--- src/rtl/spi_master.sv ---
// spi_master: byte-wide SPI mode-0 shift engine with a one-byte holding register
module spi_master #(
    parameter int CLKDIV = 4
) (
    input  logic       clk,
    input  logic       reset_n,
    input  logic       ce,
    input  logic       spi_wren,
    input  logic [7:0] spi_do,
    output logic       spi_dsr,
    output logic [7:0] spi_di,
    output logic       busy,
    output logic       done,
    output logic       overrun,
    output logic       sclk,
    output logic       mosi,
    input  logic       miso
);
    typedef enum logic [1:0] {IDLE, SHIFT_LO, SHIFT_HI, DONE} state_t;
    localparam logic [7:0] DIV_LAST = 8'(CLKDIV - 1);
    state_t     state, state_d;
    logic [7:0] div_cnt, div_d, tx, tx_d, rx, rx_d, hold, hold_d, di_d;
    logic [2:0] bit_cnt, bit_d;
    logic       hold_full, hold_full_d, done_d, ovr_d, sclk_d, mosi_d, wr, last;
    assign wr   = ce & spi_wren;
    assign last = div_cnt == DIV_LAST;
    assign busy = state != IDLE;
    // Next-state logic: phase timing, shifting, byte completion and write acceptance
    always_comb begin
        state_d     = state;
        div_d       = div_cnt;
        bit_d       = bit_cnt;
        tx_d        = tx;
        rx_d        = rx;
        hold_d      = hold;
        hold_full_d = hold_full;
        di_d        = spi_di;
        done_d      = 1'b0;
        ovr_d       = 1'b0;
        sclk_d      = sclk;
        mosi_d      = mosi;
        case (state)
            IDLE: if (wr) begin
                state_d = SHIFT_LO;
                tx_d    = spi_do;
                mosi_d  = spi_do[7];
                sclk_d  = 1'b0;
                div_d   = '0;
                bit_d   = '0;
            end
            SHIFT_LO: begin
                div_d = last ? 8'd0 : div_cnt + 8'd1;
                if (last) begin
                    state_d = SHIFT_HI;
                    sclk_d  = 1'b1;
                    rx_d    = {rx[6:0], miso};
                end
            end
            SHIFT_HI: begin
                div_d = last ? 8'd0 : div_cnt + 8'd1;
                if (last) begin
                    sclk_d = 1'b0;
                    if (bit_cnt != 3'd7) begin
                        state_d = SHIFT_LO;
                        bit_d   = bit_cnt + 3'd1;
                        tx_d    = {tx[6:0], 1'b0};
                        mosi_d  = tx[6];
                    end else begin
                        state_d = DONE;
                        di_d    = rx;
                        done_d  = 1'b1;
                    end
                end
            end
            default: begin
                div_d = '0;
                bit_d = '0;
                if (hold_full) begin
                    state_d     = SHIFT_LO;
                    tx_d        = hold;
                    mosi_d      = hold[7];
                    hold_full_d = 1'b0;
                end else if (wr) begin
                    state_d = SHIFT_LO;
                    tx_d    = spi_do;
                    mosi_d  = spi_do[7];
                end else begin
                    state_d = IDLE;
                    mosi_d  = 1'b1;
                end
            end
        endcase
        // While shifting, a write lands in hold; in DONE the hold slot is being freed, so it refills
        if (wr && state != IDLE && !(state == DONE && !hold_full)) begin
            if (!hold_full || state == DONE) begin
                hold_d      = spi_do;
                hold_full_d = 1'b1;
            end else begin
                ovr_d = 1'b1;
            end
        end
    end
    // State and output registers; reset abandons any transfer and the held byte
    always_ff @(posedge clk or negedge reset_n) begin
        if (!reset_n) begin
            state     <= IDLE;
            div_cnt   <= '0;
            bit_cnt   <= '0;
            tx        <= '0;
            rx        <= '0;
            hold      <= '0;
            hold_full <= 1'b0;
            spi_dsr   <= 1'b1;
            spi_di    <= 8'hFF;
            done      <= 1'b0;
            overrun   <= 1'b0;
            sclk      <= 1'b0;
            mosi      <= 1'b1;
        end else begin
            state     <= state_d;
            div_cnt   <= div_d;
            bit_cnt   <= bit_d;
            tx        <= tx_d;
            rx        <= rx_d;
            hold      <= hold_d;
            hold_full <= hold_full_d;
            spi_dsr   <= ~hold_full_d;
            spi_di    <= di_d;
            done      <= done_d;
            overrun   <= ovr_d;
            sclk      <= sclk_d;
            mosi      <= mosi_d;
        end
    end
endmodule

--- config.mk ---
export PLATFORM = sky130hd
export DESIGN_NAME = spi_master
export DESIGN_NICKNAME = d
export VERILOG_FILES = /design/src/rtl/spi_master.sv
export SDC_FILE = /design/constraint.sdc
export NUM_CORES = 1
export LEC_CHECK = 0
export ABC_AREA = 1
export BUFFER_PORTS_ARGS = -buffer_cell sky130_fd_sc_hd__buf_2
export CAP_MARGIN = 25
export CORE_ASPECT_RATIO = 2
export CORE_MARGIN = 3
export CORE_UTILIZATION = 43
export DETAILED_ROUTE_END_ITERATION = 16
export PLACE_DENSITY_LB_ADDON = 0.2
export RECOVER_POWER = 100
export SYNTH_ARGS = -nofsm -noshare
export SYNTH_HDL_FRONTEND = slang
export SYNTH_SLANG_ARGS = --single-unit
--- constraint.sdc ---
create_clock -name clk -period 2.05 [get_ports clk]
set_clock_uncertainty 0.15 [all_clocks]
set_input_delay 0.205 -clock clk [delete_from_list [all_inputs] [get_ports clk]]
set_output_delay 0.205 -clock clk [all_outputs]
set_load 0.005 [all_outputs]
Word level (Yosys, flattened, before mapping)

Cells that the tools add are included.

Mux-type cells: 37
Bitwise operators: 4
Equality and inequality tests: 9
Add/sub/neg operators: 2
Reductions and logical operators: 18

Operators by type and width:

| operator              | count |
|---|---|
| $mux W8               | 6 |
| $pmux W8 S3           | 1 |
| $mux W1               | 18 |
| $pmux W8 S2           | 1 |
| $mux W3               | 3 |
| $pmux W3 S3           | 1 |
| $reduce_and A3 Y1     | 3 |
| $add A8 B1 Y8 const B | 1 |
| $eq A8 B2 Y1 const B  | 1 |
| $mux W2               | 4 |
| $ne A2 B2 Y1 const B  | 4 |
| $reduce_and A4 Y1     | 2 |
| $pmux W1 S3           | 2 |
| $pmux W2 S3           | 1 |
| $eq A2 B2 Y1 const B  | 2 |
| $reduce_and A2 Y1     | 2 |
| $add A3 B1 Y3 const B | 1 |
| $logic_and A1 B1 Y1   | 3 |
| $ne A3 B3 Y1 const B  | 1 |
| $not A1 Y1            | 3 |
| $reduce_bool A3 Y1    | 1 |
| $reduce_or A3 Y1      | 1 |
| $eq A2 B1 Y1 const B  | 1 |
| $logic_not A1 Y1      | 2 |
| 5 further kinds       | 5 |

Bits of input ports: 13
Logic and storage cells: 83
Flip-flop bits (word level): 51

Logic depth before layout (Yosys ltp)

Depth in word-level cells: 6
Depth in mapped cells: 9

Worst setup path after synthesis

Ideal clock, no wire load.

Kind: register -> register
Start point: register state[0]
End point: register hold[3]
Arrival: 1.321 ns
Cell stages (with the launch flop): 10
Slack: 0.461 ns
Clock period less this slack: 1.589 ns
Cell sequence: dfrtp_1 > inv_1 > ha_1 > inv_2 > nand2_2 > nor2_4 > nand2_4 > buf_6 > nand2_1 > o21ai_2

RTL lines:

| what                               | RTL line | RTL |
|---|---|---|
| start, declared                    | 21       | `state_t state, state_d;` |
| start signal, assigned             | 120      | `state <= state_d;` |
| $reduce_bool A2 Y1                 | n/a      |  |
| named net busy                     | 12       | `output logic busy,` |
| $logic_and A1 B1 Y1 (2 in a row)   | 94       | `if (wr && state != IDLE && !(state == DONE && !hold_full)) begin` |
| $reduce_and A2 Y1 (no source line) | n/a      |  |
| end signal, assigned               | 125      | `hold <= hold_d;` |
| end, declared                      | 22       | `logic [7:0] div_cnt, div_d, tx, tx_d, rx, rx_d, hold, hold_d, di_d;` |

The timed path passes the listed nets, and every way through them passes these cells.
A chain may end at the register's enable or synchronous reset.

Final worst setup path

Start point: register state[0]
End point: register hold[5]

Word-level cells in the longest chain between the ends: 5

RTL lines:

| what                                   | RTL line |
|---|---|
| $eq A2 B2 Y1                           | 94, 95 |
| $logic_and A1 B1 Y1                    | 94 |
| $logic_not A1 Y1                       | 94 |
| $logic_and A1 B1 Y1                    | 94 |
| $reduce_and A2 Y1 (no source line) (*) | n/a |

Every way passes the cells marked *; elsewhere a longest branch is shown, timed or not.

==> flow_summary.ini <==
[die]
initial_core_util = 0.445
coreArea_um2 = 6060
die_w_um = 62.0
rows = 40
dieArea_um2 = 7310
ioPinCount = 27
die_y_um = 118

[status]
status = completed

[layout]
final_layout_size_suffix_gt1_frac = 0.189
diodes = 0
fillers = 604
layout.nets = 379
area_growth_pct = 11.1
multi_input_area_um2 = 1150
seq_area_um2 = 1260

[pwr]
switchingPower_mw = 1.56
vdd_drop_max_mv = 1.01
power.leakage_nw = 1.57
p_seq_frac = 0.374
p_sw_frac = 0.406
p_int_mw = 2.29
power_density_nw_per_um2 = 1290
power_frac_comb = 0.403
pwr-share-clk = 0.222

[critical_path]
worst-path-buf-inv = 2
cp_top_family = simple AND/OR/NAND/NOR gates
critPathSlowestCell = dfrtp_1
path_cells = inv_1, ha_1, inv_2, nand2_1, nor2_1, nand2_4, nor2_1, a21oi_2
start_kind = register
cp_max_fo = 16
cpMostUsedCell = nor2_1
crit_required_ns = 2.08
slowest_delay_ns = 0.40
path_class = reg2reg
worstPathArrival_ns = 1.86
cp-end-kind = register

[clock_tree]
clock_latency_ns = 0.29
cts_max_level = 2
cts_tree = yes
cts_resized = 0
numCtsBuffers = 5
cts_buffer_depth = 2
cts_root_buf = clkbuf_16
clkTransAtPathRegs_ns = 0.07
clock_sinks = 50
cts_setup_buffers = 0

[placed_design]
dp_slack_ns = 0.304
place_congestion = 0.824
port_buffers = 26
dp_hpwl_um = 4390

[min_path]
hold_path.class = in2reg

[synth]
synth-seq-cells = 50
async_flop_share = 1.00
synth_cells = 326
synth_top_area_frac = 0.371
netlist_top_cells_area = dfrtp_1 37%, nand2_1 15%, dfstp_2 9.7%
yosys_most_used_dff = dfrtp_1
ys_seq_area_frac = 0.469
yosysTopAreaCell = dfrtp_1
synthesis.nets = 347
yosysMostFrequentCell = nand2_1
yosys_warnings = 0
synth_common_cells = 107 x nand2_1, 40 x dfrtp_1, 32 x inv_1
synth.distinct_cells = 30
syn_area_um2 = 2700
synth_edf_count = 0
avgSynthCellArea_um2 = 8.27

[grt]
gr-total-overflow = 0
grt_pass1_wl_um = 9810
grt_start_max_net_pins = 23
grt_pass1_vias = 2146
grt_usage = 0.178
grt_antenna_before_repair = 0

[sta]
tightest_slew_ns = 0.820
setup_ws_ns = 0.215
final_hold_viol_count = 0
period_share = 0.895
final_max_slew_viol_count = 0
rsz0062_at_grt = no
slew_headroom = 0.454
setup_viol = 0
fin_crit_ns = 1.84
setup_tns_ns = 0
fmax_ghz = 0.545

[detailed_routing]
drt-wirelength-per-cell_um = 12.9
ant_nets = 0
drt_iter0_drc = 73
via_per_inst = 4.74
dr_total_vias = 2102
drc = 0
wl_um = 5700
drtPass1Iterations = 4

[run]
drv_cap = 0
==> repair_timing <==
item	CTS	global route
hold buffers	1	0
hold endpoints to repair	24	0
setup endpoints to repair	0	0
==> final timing paths <==
check	start	end	slack (ns)	cells after the start
min in group asynchronous	reset_n	tx[5]$_DFFE_PN0P_	0.37	2
setup / recovery	state[0]$_DFFE_PN0P_	hold[5]$_DFFE_PN0P_	0.21	8
hold reg to reg	mosi$_DFFE_PN1P_	mosi$_DFFE_PN1P_	0.33	2
hold / removal	miso	rx[0]$_DFFE_PN0P_	0.02	3
max in group asynchronous	reset_n	spi_dsr$_DFF_PN1_	0.35	3
setup reg to reg	state[0]$_DFFE_PN0P_	hold[5]$_DFFE_PN0P_	0.21	8
==> final cells by class <==
cell class              instances  share of cell area
clock buffers                   6              0.0464
clock inverters                 2             0.00543
inverters                      42              0.0527
multi-input cells             228               0.385
flip-flops and latches         50               0.422
well taps                      84              0.0351
repair buffers                 31              0.0535
==> tightest hold or removal path, delay by kind of cell <==
family | cells | cell delay (ns)
simple gates | 1 | 0.05
compound gates | 1 | 0.09
buf+inv | 1 | 0.07
==> cells in the final DEF (no fill, tap or decap) <==
master,n
a21oi_2,5
clkbuf_16,5
buf_4,2
a21boi_0,4
clkbuf_2,2
nor2_4,1
nor2_1,25
buf_2,22
o22ai_1,1
inv_2,7
dfrtp_1,40
clkinvlp_4,1
ha_1,8
nand2_4,4
clkinv_1,1
clkbuf_1,4
nand2_1,108
nand4_1,7
nand3b_2,1
dfstp_1,5
o21ai_0,16
inv_1,34
inv_6,1
xor2_1,2
o21ai_1,13
a21oi_1,7
dlygate4sd3_1,1
o211ai_1,2
o21ai_2,5
nor3_1,1
nor2_2,2
nand2_2,4
o21bai_1,1
nand3_1,11
clkbuf_8,1
dfstp_2,5
==> metrics by stage <==
stage | utilization | hold slack, ns | instances | instance area [um2] | power (mW)
final | 0.494 | 0.0154 | 443 | 2990 | 3.85
after detailed placement | 0.482 | -0.00495 | 434 | 2920 | 3.10
after global placement | 0.482 | -0.0126 | 434 | 2920 | 3.07
after CTS | 0.510 | 0.0171 | 443 | 3090 | 3.98
after global routing | 0.494 | 0.0263 | 443 | 2990 | 4.20
after floorplan | - | -0.241 | 326 | 2700 | 2.68
==> state kept, by name, indices dropped and copies added, names as in the netlist <==
signal	count
div_cnt	8
hold	8
rx	8
spi_di	8
tx	7
bit_cnt	3
state	2
done	1
hold_full	1
mosi	1
overrun	1
sclk	1
spi_dsr	1
==> logic make-up (layout without fill, tap and decap cells) <==
| family | count (synthesis) | in the layout | share of synthesized area |
|---|---|---|---|
| and+or+nand+nor | 164 | 164 | 0.272 |
| AOI/OAI and AO/OA | 54 | 54 | 0.138 |
| DFF | 50 | 50 | 0.469 |
| buffers and inverters | 48 | 81 | 0.0775 |
| adders and majority gates | 8 | 8 | 0.0371 |
| xor gates and xnor gates | 2 | 2 | 0.00650 |
==> power by group through the flow <==
| stage | Combinational, mW | Clock, mW | Sequential [mW] |
|---|---|---|---|
| after global placement | 1.62 | 0 | 1.45 |
| final | 1.55 | 0.856 | 1.44 |
| after detailed placement | 1.64 | 0 | 1.46 |
| after global routing | 1.81 | 0.923 | 1.47 |
| after floorplan | 1.25 | 0 | 1.42 |
| after CTS | 1.65 | 0.885 | 1.44 |
==> layer usage <==
| metal | up-vias | global-route usage | wire length, um |
|---|---|---|---|
| li1 | 1090 | - | - |
| met1 | 982 | 0.203 | 2190 |
| met2 | 22 | 0.302 | 3230 |
| met3 | 8 | 0.0373 | 152 |
| met4 | 0 | 0.0757 | 123 |
| met5 | - | 0 | 0 |
Power figures use the tool's default switching activity.
